--- config.mk ---
export PLATFORM = sky130hd
export DESIGN_NAME = alu_cu_sequencer_flat
export DESIGN_NICKNAME = d
export VERILOG_FILES = /design/src/rtl/alu_cu_sequencer_if.sv /design/src/rtl/alu_cu_sequencer.sv /design/src/flat_wrapper.sv
export SDC_FILE = /design/constraint.sdc
export NUM_CORES = 1
export LEC_CHECK = 0
export CORE_ASPECT_RATIO = 2
export CORE_MARGIN = 1.5
export CORE_UTILIZATION = 40
export CTS_CLUSTER_SIZE = 20
export DETAILED_ROUTE_END_ITERATION = 16
export HOLD_SLACK_MARGIN = 0.08
export PLACE_DENSITY_LB_ADDON = 0.1
export SKIP_CTS_REPAIR_TIMING = 1
export SLEW_MARGIN = 0
export SYNTH_ARGS = -nofsm -noshare
export SYNTH_HDL_FRONTEND = slang
export SYNTH_SLANG_ARGS = --single-unit
--- constraint.sdc ---
create_clock -name clk -period 2.7 [get_ports clk]
set_clock_uncertainty 0.1 [all_clocks]
set_input_delay 0.405 -clock clk [delete_from_list [all_inputs] [get_ports clk]]
set_output_delay 0.405 -clock clk [all_outputs]
set_load 0.03 [all_outputs]
--- src/rtl/alu_cu_sequencer_if.sv ---
// Instruction handshake between an instruction source and the ALU control sequencer.
interface alu_cu_sequencer_if;
    logic        instr_valid;
    logic        instr_ready;
    logic [31:0] instr;

    // Source side: offers instructions and holds them until accepted.
    modport master (
        output instr_valid,
        output instr,
        input  instr_ready
    );

    // Sequencer side: accepts one instruction at a time while idle.
    modport slave (
        input  instr_valid,
        input  instr,
        output instr_ready
    );
endinterface

--- src/rtl/alu_cu_sequencer.sv ---
// Multi-cycle control unit for an external combinational ALU: fetches operands
// from a small register file, drives registered A/B/opcode, then writes the
// result back and updates the sticky Z/N/C flags. One instruction per 3 cycles.
module alu_cu_sequencer #(
    parameter int unsigned REG_AW = 3,
    parameter int unsigned DW     = 32
) (
    input  logic                  clk,
    input  logic                  rst,
    alu_cu_sequencer_if.slave     bus,
    input  logic                  i_pl_en,
    input  logic [REG_AW-1:0]     i_pl_addr,
    input  logic [DW-1:0]         i_pl_data,
    input  logic [REG_AW-1:0]     i_dbg_addr,
    output logic [DW-1:0]         o_dbg_data_c,
    output logic [DW-1:0]         o_alu_a,
    output logic [DW-1:0]         o_alu_b,
    output logic [5:0]            o_alu_op,
    input  logic [DW-1:0]         i_alu_ans1,
    input  logic                  i_alu_ans2,
    input  logic                  i_alu_z,
    input  logic                  i_alu_n,
    output logic                  o_done,
    output logic                  o_err,
    output logic                  o_flag_z,
    output logic                  o_flag_n,
    output logic                  o_flag_c
);

    localparam int unsigned DEPTH = 2 ** REG_AW;
    localparam int unsigned OPW   = 6;

    localparam logic [OPW-1:0] OP_ADD = 6'b010000;
    localparam logic [OPW-1:0] OP_SUB = 6'b010001;
    localparam logic [OPW-1:0] OP_EQ  = 6'b100000;
    localparam logic [OPW-1:0] OP_NE  = 6'b100001;
    localparam logic [OPW-1:0] OP_LE  = 6'b100010;
    localparam logic [OPW-1:0] OP_GT  = 6'b100011;
    localparam logic [OPW-1:0] OP_SLL = 6'b110000;
    localparam logic [OPW-1:0] OP_SRL = 6'b110001;
    localparam logic [OPW-1:0] OP_SRA = 6'b110010;

    typedef enum logic [1:0] {
        S_IDLE = 2'd0,
        S_EXEC = 2'd1,
        S_WB   = 2'd2
    } state_t;

    state_t             r_state;
    state_t             w_next_state;
    logic               r_ready;
    logic               r_done;
    logic               r_err;
    logic [DW-1:0]      r_alu_a;
    logic [DW-1:0]      r_alu_b;
    logic [OPW-1:0]     r_alu_op;
    logic [REG_AW-1:0]  r_rd;
    logic               r_flag_z;
    logic               r_flag_n;
    logic               r_flag_c;
    logic [DW-1:0]      r_regs [DEPTH];

    logic               w_accept;
    logic               w_retire;
    logic               w_legal;
    logic               w_is_cmp;
    logic               w_pl_we;
    logic [REG_AW-1:0]  w_rd;
    logic [REG_AW-1:0]  w_rs1;
    logic [REG_AW-1:0]  w_rs2;
    logic [OPW-1:0]     w_opcode;
    logic [DW-1:0]      w_wb_data;
    logic               w_unused_instr;

    // Instruction field extraction; only the low REG_AW bits of each address count.
    assign w_opcode       = bus.instr[31:26];
    assign w_rd           = bus.instr[21 +: REG_AW];
    assign w_rs1          = bus.instr[16 +: REG_AW];
    assign w_rs2          = bus.instr[11 +: REG_AW];
    assign w_unused_instr = ^bus.instr;

    // Next-state and per-cycle strobes for the IDLE -> EXEC -> WB sequence.
    always_comb begin
        w_next_state = r_state;
        w_accept     = 1'b0;
        w_retire     = 1'b0;
        case (r_state)
            S_IDLE: begin
                if (bus.instr_valid) begin
                    w_accept     = 1'b1;
                    w_next_state = S_EXEC;
                end
            end
            S_EXEC: begin
                w_retire     = 1'b1;
                w_next_state = S_WB;
            end
            S_WB: begin
                w_next_state = S_IDLE;
            end
            default: begin
                w_next_state = S_IDLE;
            end
        endcase
    end

    // Opcode classification of the instruction currently held in the ALU registers.
    always_comb begin
        w_legal  = 1'b0;
        w_is_cmp = 1'b0;
        case (r_alu_op)
            OP_ADD, OP_SUB, OP_SLL, OP_SRL, OP_SRA: begin
                w_legal = 1'b1;
            end
            OP_EQ, OP_NE, OP_LE, OP_GT: begin
                w_legal  = 1'b1;
                w_is_cmp = 1'b1;
            end
            default: begin
                w_legal  = 1'b0;
                w_is_cmp = 1'b0;
            end
        endcase
    end

    // Compare ops retire the single compare bit, everything else the full result.
    assign w_wb_data = w_is_cmp ? DW'(i_alu_ans2) : i_alu_ans1;

    // Preload only while idle, and an accepted instruction takes priority over it.
    assign w_pl_we = (r_state == S_IDLE) && i_pl_en && !w_accept;

    // State register plus the registered handshake and retire indications.
    always_ff @(posedge clk) begin
        if (rst) begin
            r_state <= S_IDLE;
            r_ready <= 1'b1;
            r_done  <= 1'b0;
            r_err   <= 1'b0;
        end else begin
            r_state <= w_next_state;
            r_ready <= (w_next_state == S_IDLE);
            r_done  <= w_retire;
            r_err   <= w_retire && !w_legal;
        end
    end

    // Operand fetch on accept, register-file writes and sticky flag capture.
    always_ff @(posedge clk) begin
        if (rst) begin
            r_alu_a  <= '0;
            r_alu_b  <= '0;
            r_alu_op <= '0;
            r_rd     <= '0;
            r_flag_z <= 1'b0;
            r_flag_n <= 1'b0;
            r_flag_c <= 1'b0;
            for (int i = 0; i < int'(DEPTH); i++) begin
                r_regs[i] <= '0;
            end
        end else begin
            if (w_accept) begin
                r_alu_a  <= r_regs[w_rs1];
                r_alu_b  <= r_regs[w_rs2];
                r_alu_op <= w_opcode;
                r_rd     <= w_rd;
            end
            if (w_pl_we) begin
                r_regs[i_pl_addr] <= i_pl_data;
            end
            if (w_retire && w_legal) begin
                r_regs[r_rd] <= w_wb_data;
                r_flag_z     <= i_alu_z;
                r_flag_n     <= i_alu_n;
                r_flag_c     <= i_alu_ans2;
            end
        end
    end

    assign bus.instr_ready = r_ready;
    assign o_dbg_data_c    = r_regs[i_dbg_addr];
    assign o_alu_a         = r_alu_a;
    assign o_alu_b         = r_alu_b;
    assign o_alu_op        = r_alu_op;
    assign o_done          = r_done;
    assign o_err           = r_err;
    assign o_flag_z        = r_flag_z;
    assign o_flag_n        = r_flag_n;
    assign o_flag_c        = r_flag_c;

endmodule

--- src/flat_wrapper.sv ---
// flat-port wrapper written by rule: the top's interface ports become plain ports
module alu_cu_sequencer_flat 
#(
    parameter int unsigned REG_AW = 3,
    parameter int unsigned DW     = 32
)
  (clk, rst, i_pl_en, i_pl_addr, i_pl_data, i_dbg_addr, o_dbg_data_c, o_alu_a, o_alu_b, o_alu_op, i_alu_ans1, i_alu_ans2, i_alu_z, i_alu_n, o_done, o_err, o_flag_z, o_flag_n, o_flag_c, bus_instr_valid, bus_instr, bus_instr_ready);
  alu_cu_sequencer_if bus_i ();
  input  logic clk;
  input  logic rst;
  input  logic i_pl_en;
  input  logic [REG_AW-1:0] i_pl_addr;
  input  logic [DW-1:0] i_pl_data;
  input  logic [REG_AW-1:0] i_dbg_addr;
  output logic [DW-1:0] o_dbg_data_c;
  output logic [DW-1:0] o_alu_a;
  output logic [DW-1:0] o_alu_b;
  output logic [5:0] o_alu_op;
  input  logic [DW-1:0] i_alu_ans1;
  input  logic i_alu_ans2;
  input  logic i_alu_z;
  input  logic i_alu_n;
  output logic o_done;
  output logic o_err;
  output logic o_flag_z;
  output logic o_flag_n;
  output logic o_flag_c;
  input wire logic [$bits(bus_i.instr_valid)-1:0] bus_instr_valid;
  input wire logic [$bits(bus_i.instr)-1:0] bus_instr;
  output wire logic [$bits(bus_i.instr_ready)-1:0] bus_instr_ready;
  assign bus_i.instr_valid = bus_instr_valid;
  assign bus_i.instr = bus_instr;
  assign bus_instr_ready = bus_i.instr_ready;
  alu_cu_sequencer #(.REG_AW(REG_AW), .DW(DW)) u_core (.clk(clk), .rst(rst), .bus(bus_i), .i_pl_en(i_pl_en), .i_pl_addr(i_pl_addr), .i_pl_data(i_pl_data), .i_dbg_addr(i_dbg_addr), .o_dbg_data_c(o_dbg_data_c), .o_alu_a(o_alu_a), .o_alu_b(o_alu_b), .o_alu_op(o_alu_op), .i_alu_ans1(i_alu_ans1), .i_alu_ans2(i_alu_ans2), .i_alu_z(i_alu_z), .i_alu_n(i_alu_n), .o_done(o_done), .o_err(o_err), .o_flag_z(o_flag_z), .o_flag_n(o_flag_n), .o_flag_c(o_flag_c));
endmodule
==> metrics.yaml, run 1 <==
status:
  outcome: "finished, final reports clean"
cells_and_area:
  nFillCells: 3877
  area_growth_pct: 24.8
  fin_nets: 1582
  antenna_cells: 0
  layout_common_cells: "328 x nor2_1, 256 x edfxtp_1, 192 x mux4_2"
  drive_gt1_share_pct: 30.0
  fin_cells: 2054
  post-route-util_pct: 50.5
  final_common_cell: "nor2_1"
synthesis:
  seq_area_frac_synth_pct: 52.0
  ys.flop_type: "edfxtp_1"
  synth_edf_count: 256
  synth_nets: 1370
  synth_cells: 1261
  synth_area_leader_cell: "edfxtp_1"
  synth_cell_type_count: 34
  synth_top_area_share_pct: 43.0
  ys_top_cells_by_area: "edfxtp_1 43%, mux4_2 24%, dfxtp_1 9.0%"
  synth_area_um2: 17900
  syn-mean-instance-area_um2: 14.2
  async_flop_share_pct: 0
  yosys_warnings: 0
  ys_ff_latch: 336
min_path:
  hp-class: "primary input to flop"
  min_from: "bus_instr[23]"
  hold_end: "u_core.r_rd[2]"
  min_path_cells: 3
die:
  initial_utilization_pct: 40.4
  die_h_um: 302
  rows: 109
  core_area_um2: 44200
  die_area_um2: 46000
  fp.dieW_um: 152
  io_pins: 217
worst_setup_path:
  reg2reg_from: "u_core.o_alu_op[4]"
  r2r_setup_slack_ps: 290
  path_max_fanout: 14
  cp-end-kind: "primary output"
  cp-start-kind: "primary input"
  cp.required_ps: 2190
  critical_path.reg2reg.endpoint: "u_core.r_regs[6][20]"
  cp.arrival_ps: 2090
  worstRegToRegCells: 5
  crit_type: "primary input to primary output"
timing:
  fmax_ghz: 0.385
  finalCritPeriodShare_pct: 96.3
  setup_viol: 0
  worst_slew_pin_slew_ps: 771
  rsz0062_at_grt: "no"
  fin_hold_ws_ps: 321
  hold_viol: 0
  timing.final.crit_period_ps: 2600
  slew_headroom_pct: 48.6
  slew_violations: 0
placed_design:
  gp_congestion: 0.807
  io_buffer_count: 199
  dp.cells: 1991
  hpwl_um: 37800
routing:
  viasPerCell: 5.97
  wl_per_cell_um: 28.0
  ant_nets: 0
  dr.pass1.iters: 5
  drc: 0
  vias: 12300
  dr.first_iter.drc_count: 793
  wirelength_um: 57600
global_route:
  grt_overflow_total: 0
  grt_pass1_vias: 13200
  antenna_found_initial: 0
  gr-usage-all-layers_pct: 25.3
  grt_max_degree: 62
  grt_pass1_wl_um: 85500
cts:
  cts.sinks: 336
  cts_buffer_depth: 3
  clockRootBuffer: "clkbuf_16"
  cts_tree: "done"
  htree_num_levels: 2
  cts.clk_slew.worst_paths_ps: 70
  cts_buffers: 34
  clkLatencyLatePin_ps: 530
pwr:
  power_density_nw_per_um2: 609
  power.leakage_nw: 7.97
  irDropWorstVdd_mv: 0.461
run:
  max_cap_violations: 0
## cell type report
type                            count  area (um2)  share of cell area, %
Tap cell                          555         694                   3.11
Multi-Input combinational cell    816        8080                   36.3
Sequential cell                   336        9290                   41.7
Clock inverter                     22         249                   1.12
Clock buffer                       40         978                   4.39
Inverter                            2        7.51                 0.0337
Timing Repair Buffer              283        2990                   13.4
## registers in the layout, summed over array words and instances (netlist names)
name,cells
u_core.bus.instr_ready,1
u_core.o_alu_a,32
u_core.o_alu_b,32
u_core.o_alu_op,6
u_core.o_done,1
u_core.o_err,1
u_core.o_flag_c,1
u_core.o_flag_n,1
u_core.o_flag_z,1
u_core.r_rd,3
u_core.r_regs,256
u_core.r_state,1
## cells in the mapped netlist (2+ instances only)
library cell and count:
a21oi_1 9, buf_2 28, buf_6 14, clkbuf_1 64, dfxtp_1 80, edfxtp_1 256
inv_1 2, mux2_2 33, mux2i_1 4, mux2i_4 30, mux4_2 192, nand2_1 25
nand2b_1 14, nor2_1 328, nor2b_1 32, nor3_1 64, o22a_1 2, o22ai_1 64
o32a_1 3, o32a_4 3
## worst max-delay path: stages
cell	delay (ps)
buf_4	110
buf_12	180
buf_4	310
mux4_2	550
mux2_2	330
buf_4	180
## kinds of logic (layout without fill, tap and decap cells)
logic type | Yosys count | after routing | synth area share, %
flip-flops | 336 | 336 | 52.0
buffers and inverters | 109 | 347 | 3.07
multiplexers | 260 | 260 | 30.4
AND/OR/NAND/NOR | 471 | 471 | 11.2
AO/OA/AOI/OAI | 85 | 85 | 3.33
## per-layer routing
metal	vias to the layer above	routed length, um	track usage, %
li1	5294	-	-
met1	6321	20100	27.8
met2	502	32100	49.3
met4	0	2360	10.6
met3	144	3030	2.62
met5	-	0	0
## how the worst max path moves through the flow
stage,start,endpoint,slack (ps)
after floorplan,u_core.o_alu_op[5],u_core.r_regs[3][0],80
after detailed placement,bus_instr_valid,u_core.o_alu_b[7],10
final,i_dbg_addr[0],o_dbg_data_c[1],100
after CTS,u_core.r_regs[3][10],o_dbg_data_c[10],-190
after global routing,i_dbg_addr[0],o_dbg_data_c[7],40
after global placement,i_dbg_addr[0],o_dbg_data_c[10],20
## per-stage QoR
step | setup WS (ps) | power, mW | area [um2] | TNS (ps)
2_1_floorplan | 79.2 | 7.47 | 17900 | 0
3_3_place_gp | 18.6 | 8.48 | 21000 | 0
3_5_place_dp | 12.9 | 8.51 | 21000 | 0
4_1_cts | -186 | 13.7 | 22200 | -1740
5_1_grt | 40.7 | 14.0 | 22300 | 0
6_report | 101 | 13.6 | 22300 | 0
## report_power, final
group | total, mW | internal [mW] | switching [mW]
sequential | 6.00 | 5.82 | 0.182
clock | 5.21 | 3.09 | 2.12
combinational | 2.37 | 1.11 | 1.26
total | 13.6 | 10.0 | 3.57
Power figures use the tool's default switching activity.
==> run 2: changes to the inputs <==
Settings changed: MAX_ROUTING_LAYER from default to met4, SKIP_CTS_REPAIR_TIMING 1 to default.
Clock period 2.7 ns to 2.6 ns, I/O delays scaled along.
==> run 2 against run 1 <==
Against the previous run: clock-buffer cell count is 11 higher; design area is 0.43% lower; sequential cell count did not move; final cell count rose by 0.49%; total power is 0.27% higher; highest routed layer unchanged; die area is the same; sequential power rose by 3.8%; setup slack got worse by 64 ps; global-route usage grew 0.70 points; wire length grew 0.70%; non-clock buffer count grew 11; core utilization down 0.22 points.
==> metrics.yaml, run 2 (synthesized netlist as in run 1, its figures left out) <==
cells_and_area:
  post-route-util_pct: 50.2
  largest_reg_flops: 256
  fin_nets: 1593
  area_growth_pct: 24.3
  layout_common_cells: "328 x nor2_1, 256 x edfxtp_1, 192 x mux4_2"
  postLayoutCellArea_um2: 22200
  drive_gt1_share_pct: 30.2
  max_flop_register: "u_core.r_regs"
  final_common_cell: "nor2_1"
  antenna_cells: 0
die:
  core_area_um2: 44200
  initial_utilization_pct: 40.4
  rows: 109
  io_pins: 217
  fp.dieW_um: 152
  die_h_um: 302
  die_area_um2: 46000
cts:
  cts.sinks: 336
  clockRootBuffer: "clkbuf_16"
  clkLatencyLatePin_ps: 530
  htree_num_levels: 2
  cts.clk_slew.worst_paths_ps: 70
  cts_tree: "done"
  cts_buffers: 34
  cts_buffer_depth: 3
routing:
  highest_layer: "met4"
  vias: 12400
  met1Wirelength_um: 20800
  wl_met2_um: 32000
  viasPerCell: 5.99
  wirelength_um: 58000
  drc: 0
  dr.first_iter.drc_count: 867
  routed-wl-met3_um: 3290
  ant_nets: 0
  wl_per_cell_um: 28.1
  dr.pass1.iters: 7
timing:
  slew_headroom_pct: 53.9
  setup_viol: 0
  finalCritPeriodShare_pct: 98.6
  fin_ws_ps: 37.0
  timing.final.crit_period_ps: 2560
  fmax_ghz: 0.390
  worst_slew_pin_slew_ps: 692
  hold_viol: 0
  setup_tns_ps: 0
  slew_violations: 0
  fin_hold_ws_ps: 308
  rsz0062_at_grt: "no"
worst_setup_path:
  cp-start-kind: "flop"
  cp.arrival_ps: 2070
  reg2reg_from: "u_core.o_alu_op[4]"
  crit_type: "flop to primary output"
  cp-end-kind: "primary output"
  path_max_fanout: 3
  startpoint: "u_core.r_regs[3][31]"
  cp.required_ps: 2110
min_path:
  min_from: "bus_instr[30]"
  hp-class: "primary input to flop"
placed_design:
  io_buffer_count: 199
  hpwl_um: 37700
  dpl_worst_slack_ps: -107
  gp_congestion: 0.810
  dpl_cell_area_um2: 21100
global_route:
  grt_pass1_wl_um: 84500
  grt_pass1_vias: 13200
  grt_overflow_total: 0
  gr-usage-all-layers_pct: 26.0
  grt_max_degree: 56
  antenna_found_initial: 0
pwr:
  irDropWorstVdd_mv: 0.545
  power.leakage_nw: 7.82
  power_density_nw_per_um2: 614
run:
  max_cap_violations: 0
status:
  outcome: "finished, final reports clean"
## run 2: layout make-up
type,count,area [um2]
clock inverter,10,114
tap,555,694
inverter,2,7.51
sequential,336,9290
fill,3910,22000
clock buffer,51,976
timing repair buffer,294,3030
multi-input combinational,816,8080
## run 2: stage by stage
| stage | power [mW] | instances |
|---|---|---|
| floorplan | 7.76 | 1261 |
| global placement | 8.83 | 2001 |
| detailed placement | 8.85 | 2001 |
| CTS | 13.7 | 2064 |
| global route | 14.0 | 2064 |
| finish | 13.6 | 2064 |
## run 2: timing repair
action | in CTS | in global routing
buffers inserted | 1 | 0
hold endpoints to repair | 2 | 0
hold buffers | 1 | 0
resized for setup | 21 | 14
setup endpoints to repair | 19 | 8
## run 2: path summary, 6_finish.rpt
check | endpoint | slack, ps | depth (start not counted)
worst min register to register | u_core.o_alu_op[0] | 380 | 2
worst max-delay path | o_dbg_data_c[31] | 40 | 3
worst min-delay path | u_core.o_alu_op[4] | 310 | 3
worst max register to register | u_core.r_regs[5][4] | 120 | 5
## run 2: power by group
| part | internal [mW] | leakage (nW) | switching [mW] | total, mW |
|---|---|---|---|---|
| logic | 1.15 | 3.99 | 1.32 | 2.46 |
| clock network | 2.82 | 0.528 | 2.11 | 4.92 |
| registers | 6.04 | 3.31 | 0.191 | 6.23 |
## run 2: per-layer routing
layer  up-vias  GRT usage (%)
met2       553           48.3
met1      6389           28.4
li1       5321              -
met4         0           9.29
met3       110           3.44
met5         -              -
## run 2: worst max-delay path, stage by stage, from the launching register on
cell	delay [ps]
edfxtp_1	420
mux4_2	470
mux2_2	290
dlygate4sd2_1	360
==> run 3: changes to the inputs <==
Settings changed: ABC_AREA from default to 1, CORE_UTILIZATION 40 to 32.
==> run 3 against run 2 <==
Against the previous run: clock-buffer cell count decreased by 6; setup slack gained 39 ps; combinational power up 18%; final cell count up 60%; sequential share of layout area is 3.3 points lower; non-clock buffer count rose by 25; first-iteration DRC count grew 88%; critical endpoint is now o_dbg_data_c[29]; largest cell class unchanged.
==> metrics.yaml, run 3 <==
routing:
  dr.pass1.iters: 6
  ant_nets: 0
  viasPerCell: 5.46
  vias: 18000
  drc: 0
  dr.first_iter.drc_count: 1629
  wirelength_um: 75100
  wl_per_cell_um: 22.8
timing:
  hold_viol: 0
  timing.final.crit_period_ps: 2520
  rsz0062_at_grt: "no"
  setup_tns_ps: 0
  fmax_ghz: 0.396
  slew_headroom_pct: 50.8
  setup_viol: 0
  fin_ws_ps: 75.6
  worst_slew_pin_slew_ps: 737
  finalCritPeriodShare_pct: 97.1
  fin_hold_ws_ps: 325
  slew_violations: 0
cts:
  cts_setup_buffers: 0
  cts_resized: 2
  clockRootBuffer: "clkbuf_16"
  cts.sinks: 336
  htree_num_levels: 2
  cts_buffers: 36
  clkLatencyLatePin_ps: 560
  cts_buffer_depth: 3
  cts_hold_buf: 0
  cts.clk_slew.worst_paths_ps: 70
  cts_tree: "done"
synthesis:
  synth_nets: 2452
  ys.flop_type: "edfxtp_1"
  synth_top_area_share_pct: 39.7
  seq_area_frac_synth_pct: 47.9
  synth_area_um2: 19400
  syn-mean-instance-area_um2: 8.27
  ys_top_cells_by_area: "edfxtp_1 40%, o21ai_0 12%, a21oi_1 9.7%"
  yosysMostFrequentCell: "o21ai_0"
  async_flop_share_pct: 0
  synth_area_leader_cell: "edfxtp_1"
  synth_edf_count: 256
  ys_ff_latch: 336
  synth_cell_type_count: 29
  synth_common_cells: "461 x o21ai_0, 374 x a21oi_1, 256 x edfxtp_1, 239 x nand2_1, 195 x nor2_2"
  synth_cells: 2343
  yosys_warnings: 0
pwr:
  power_density_nw_per_um2: 596
  pwr-share-seq_pct: 43.3
  p_comb_share_pct: 20.2
  switching_share_pct: 30.1
  p_int_mw: 10.0
  power.leakage_nw: 9.20
  p_switching_mw: 4.33
  clkPwrFrac_pct: 36.4
  irDropWorstVdd_mv: 0.513
status:
  outcome: "finished, final reports clean"
global_route:
  grt_pass1_wl_um: 110000
  gr-usage-all-layers_pct: 24.8
  use_met1_pct: 29.1
  grt_max_degree: 95
  use_met3_pct: 2.60
  antenna_found_initial: 1
  grt_pass1_vias: 17500
  grt_overflow_total: 0
  use_met2_pct: 43.4
  grt.busiest_layer: "met2"
worst_setup_path:
  cp-end-kind: "primary output"
  cp.arrival_ps: 2030
  cp-start-kind: "primary input"
  crit_type: "primary input to primary output"
  r2r_setup_slack_ps: 360
  path_max_fanout: 88
  reg2reg_from: "u_core.o_alu_op[4]"
  worstRegToRegCells: 11
  cp.required_ps: 2110
  critical_path.reg2reg.endpoint: "u_core.r_regs[0][14]"
cells_and_area:
  fin_cells: 3297
  nFillCells: 5914
  drive_gt1_share_pct: 20.4
  layout_common_cells: "461 x o21ai_0, 374 x a21oi_1, 256 x edfxtp_1"
  fin_nets: 2605
  largest_reg_flops: 256
  final_common_cell: "o21ai_0"
  max_flop_register: "u_core.r_regs"
  postLayoutCellArea_um2: 24100
  area_growth_pct: 24.2
min_path:
  min_path_cells: 3
  hp-class: "primary input to flop"
  min_from: "i_alu_n"
  hold_end: "u_core.o_flag_n"
placed_design:
  hpwl_um: 48800
  io_buffer_count: 199
  gp_congestion: 0.854
  dpl_cell_area_um2: 22900
  dp.cells: 3232
  dpl_worst_slack_ps: -56.6
die:
  io_pins: 217
  initial_utilization_pct: 32.4
  die_area_um2: 62100
  fp.dieW_um: 177
  rows: 127
  core_area_um2: 59900
  die_h_um: 351
run:
  max_cap_violations: 0
[run 3: cell families (layout without fill, tap and decap cells)]
| kind of cell | Yosys count | after routing | share of synthesized area (%) |
|---|---|---|---|
| DFF | 336 | 336 | 47.9 |
| and+or+nand+nor | 630 | 630 | 15.9 |
| buffers and inverters | 381 | 560 | 8.69 |
| AOI/OAI and AO/OA | 996 | 996 | 27.5 |
| other | 0 | 1 | 0 |
[run 3: final cells by class]
type / count / area, um2 / share of cell area (%)
diodes: 1 / 2.50 / 0.0104
clock buffers: 45 / 998 / 4.15
clock inverters: 19 / 155 / 0.645
inverters: 177 / 669 / 2.78
multi-input cells: 1626 / 8440 / 35.0
flip-flops and latches: 336 / 9290 / 38.6
well taps: 774 / 968 / 4.02
repair buffers: 319 / 3550 / 14.8
[run 3: worst max path at each step]
stage | cells after the start | end | startpoint | slack, ps
final | 7 | o_dbg_data_c[29] | i_dbg_addr[0] | 80
after global routing | 7 | o_dbg_data_c[28] | u_core.r_regs[5][28] | 20
after CTS | 8 | o_dbg_data_c[30] | i_dbg_addr[1] | 70
after detailed placement | 7 | o_dbg_data_c[29] | i_dbg_addr[0] | -60
after global placement | 7 | o_dbg_data_c[29] | i_dbg_addr[0] | -100
after floorplan | 11 | u_core.r_regs[1][0] | u_core.o_alu_op[4] | 100
[run 3: through the flow]
stage	power, mW	util [%]
after floorplan	7.90	-
after CTS	14.5	40.2
after global routing	14.9	40.2
after global placement	9.23	38.2
final	14.4	40.2
after detailed placement	9.25	38.2
[run 3: critical path, stage by stage]
cell and delay (ps):
buf_6 160, buf_12 330, buf_4 260, o211ai_1 120, a31oi_2 430, buf_4 200
buf_12 110
[run 3: layer usage]
layer | vias to the layer above | wire length, um
met5 | - | 0
met2 | 744 | 38600
met4 | 0 | 2250
met3 | 127 | 4460
li1 | 8439 | -
met1 | 8692 | 29800
[run 3: power by group through the flow]
stage / sequential [mW] / clock, mW / combinational [mW]
detailed placement: 6.33 / 0 / 2.92
floorplan: 6.49 / 0 / 1.40
global placement: 6.33 / 0 / 2.90
finish: 6.22 / 5.23 / 2.91
global route: 6.25 / 5.51 / 3.14
CTS: 6.22 / 5.34 / 2.93
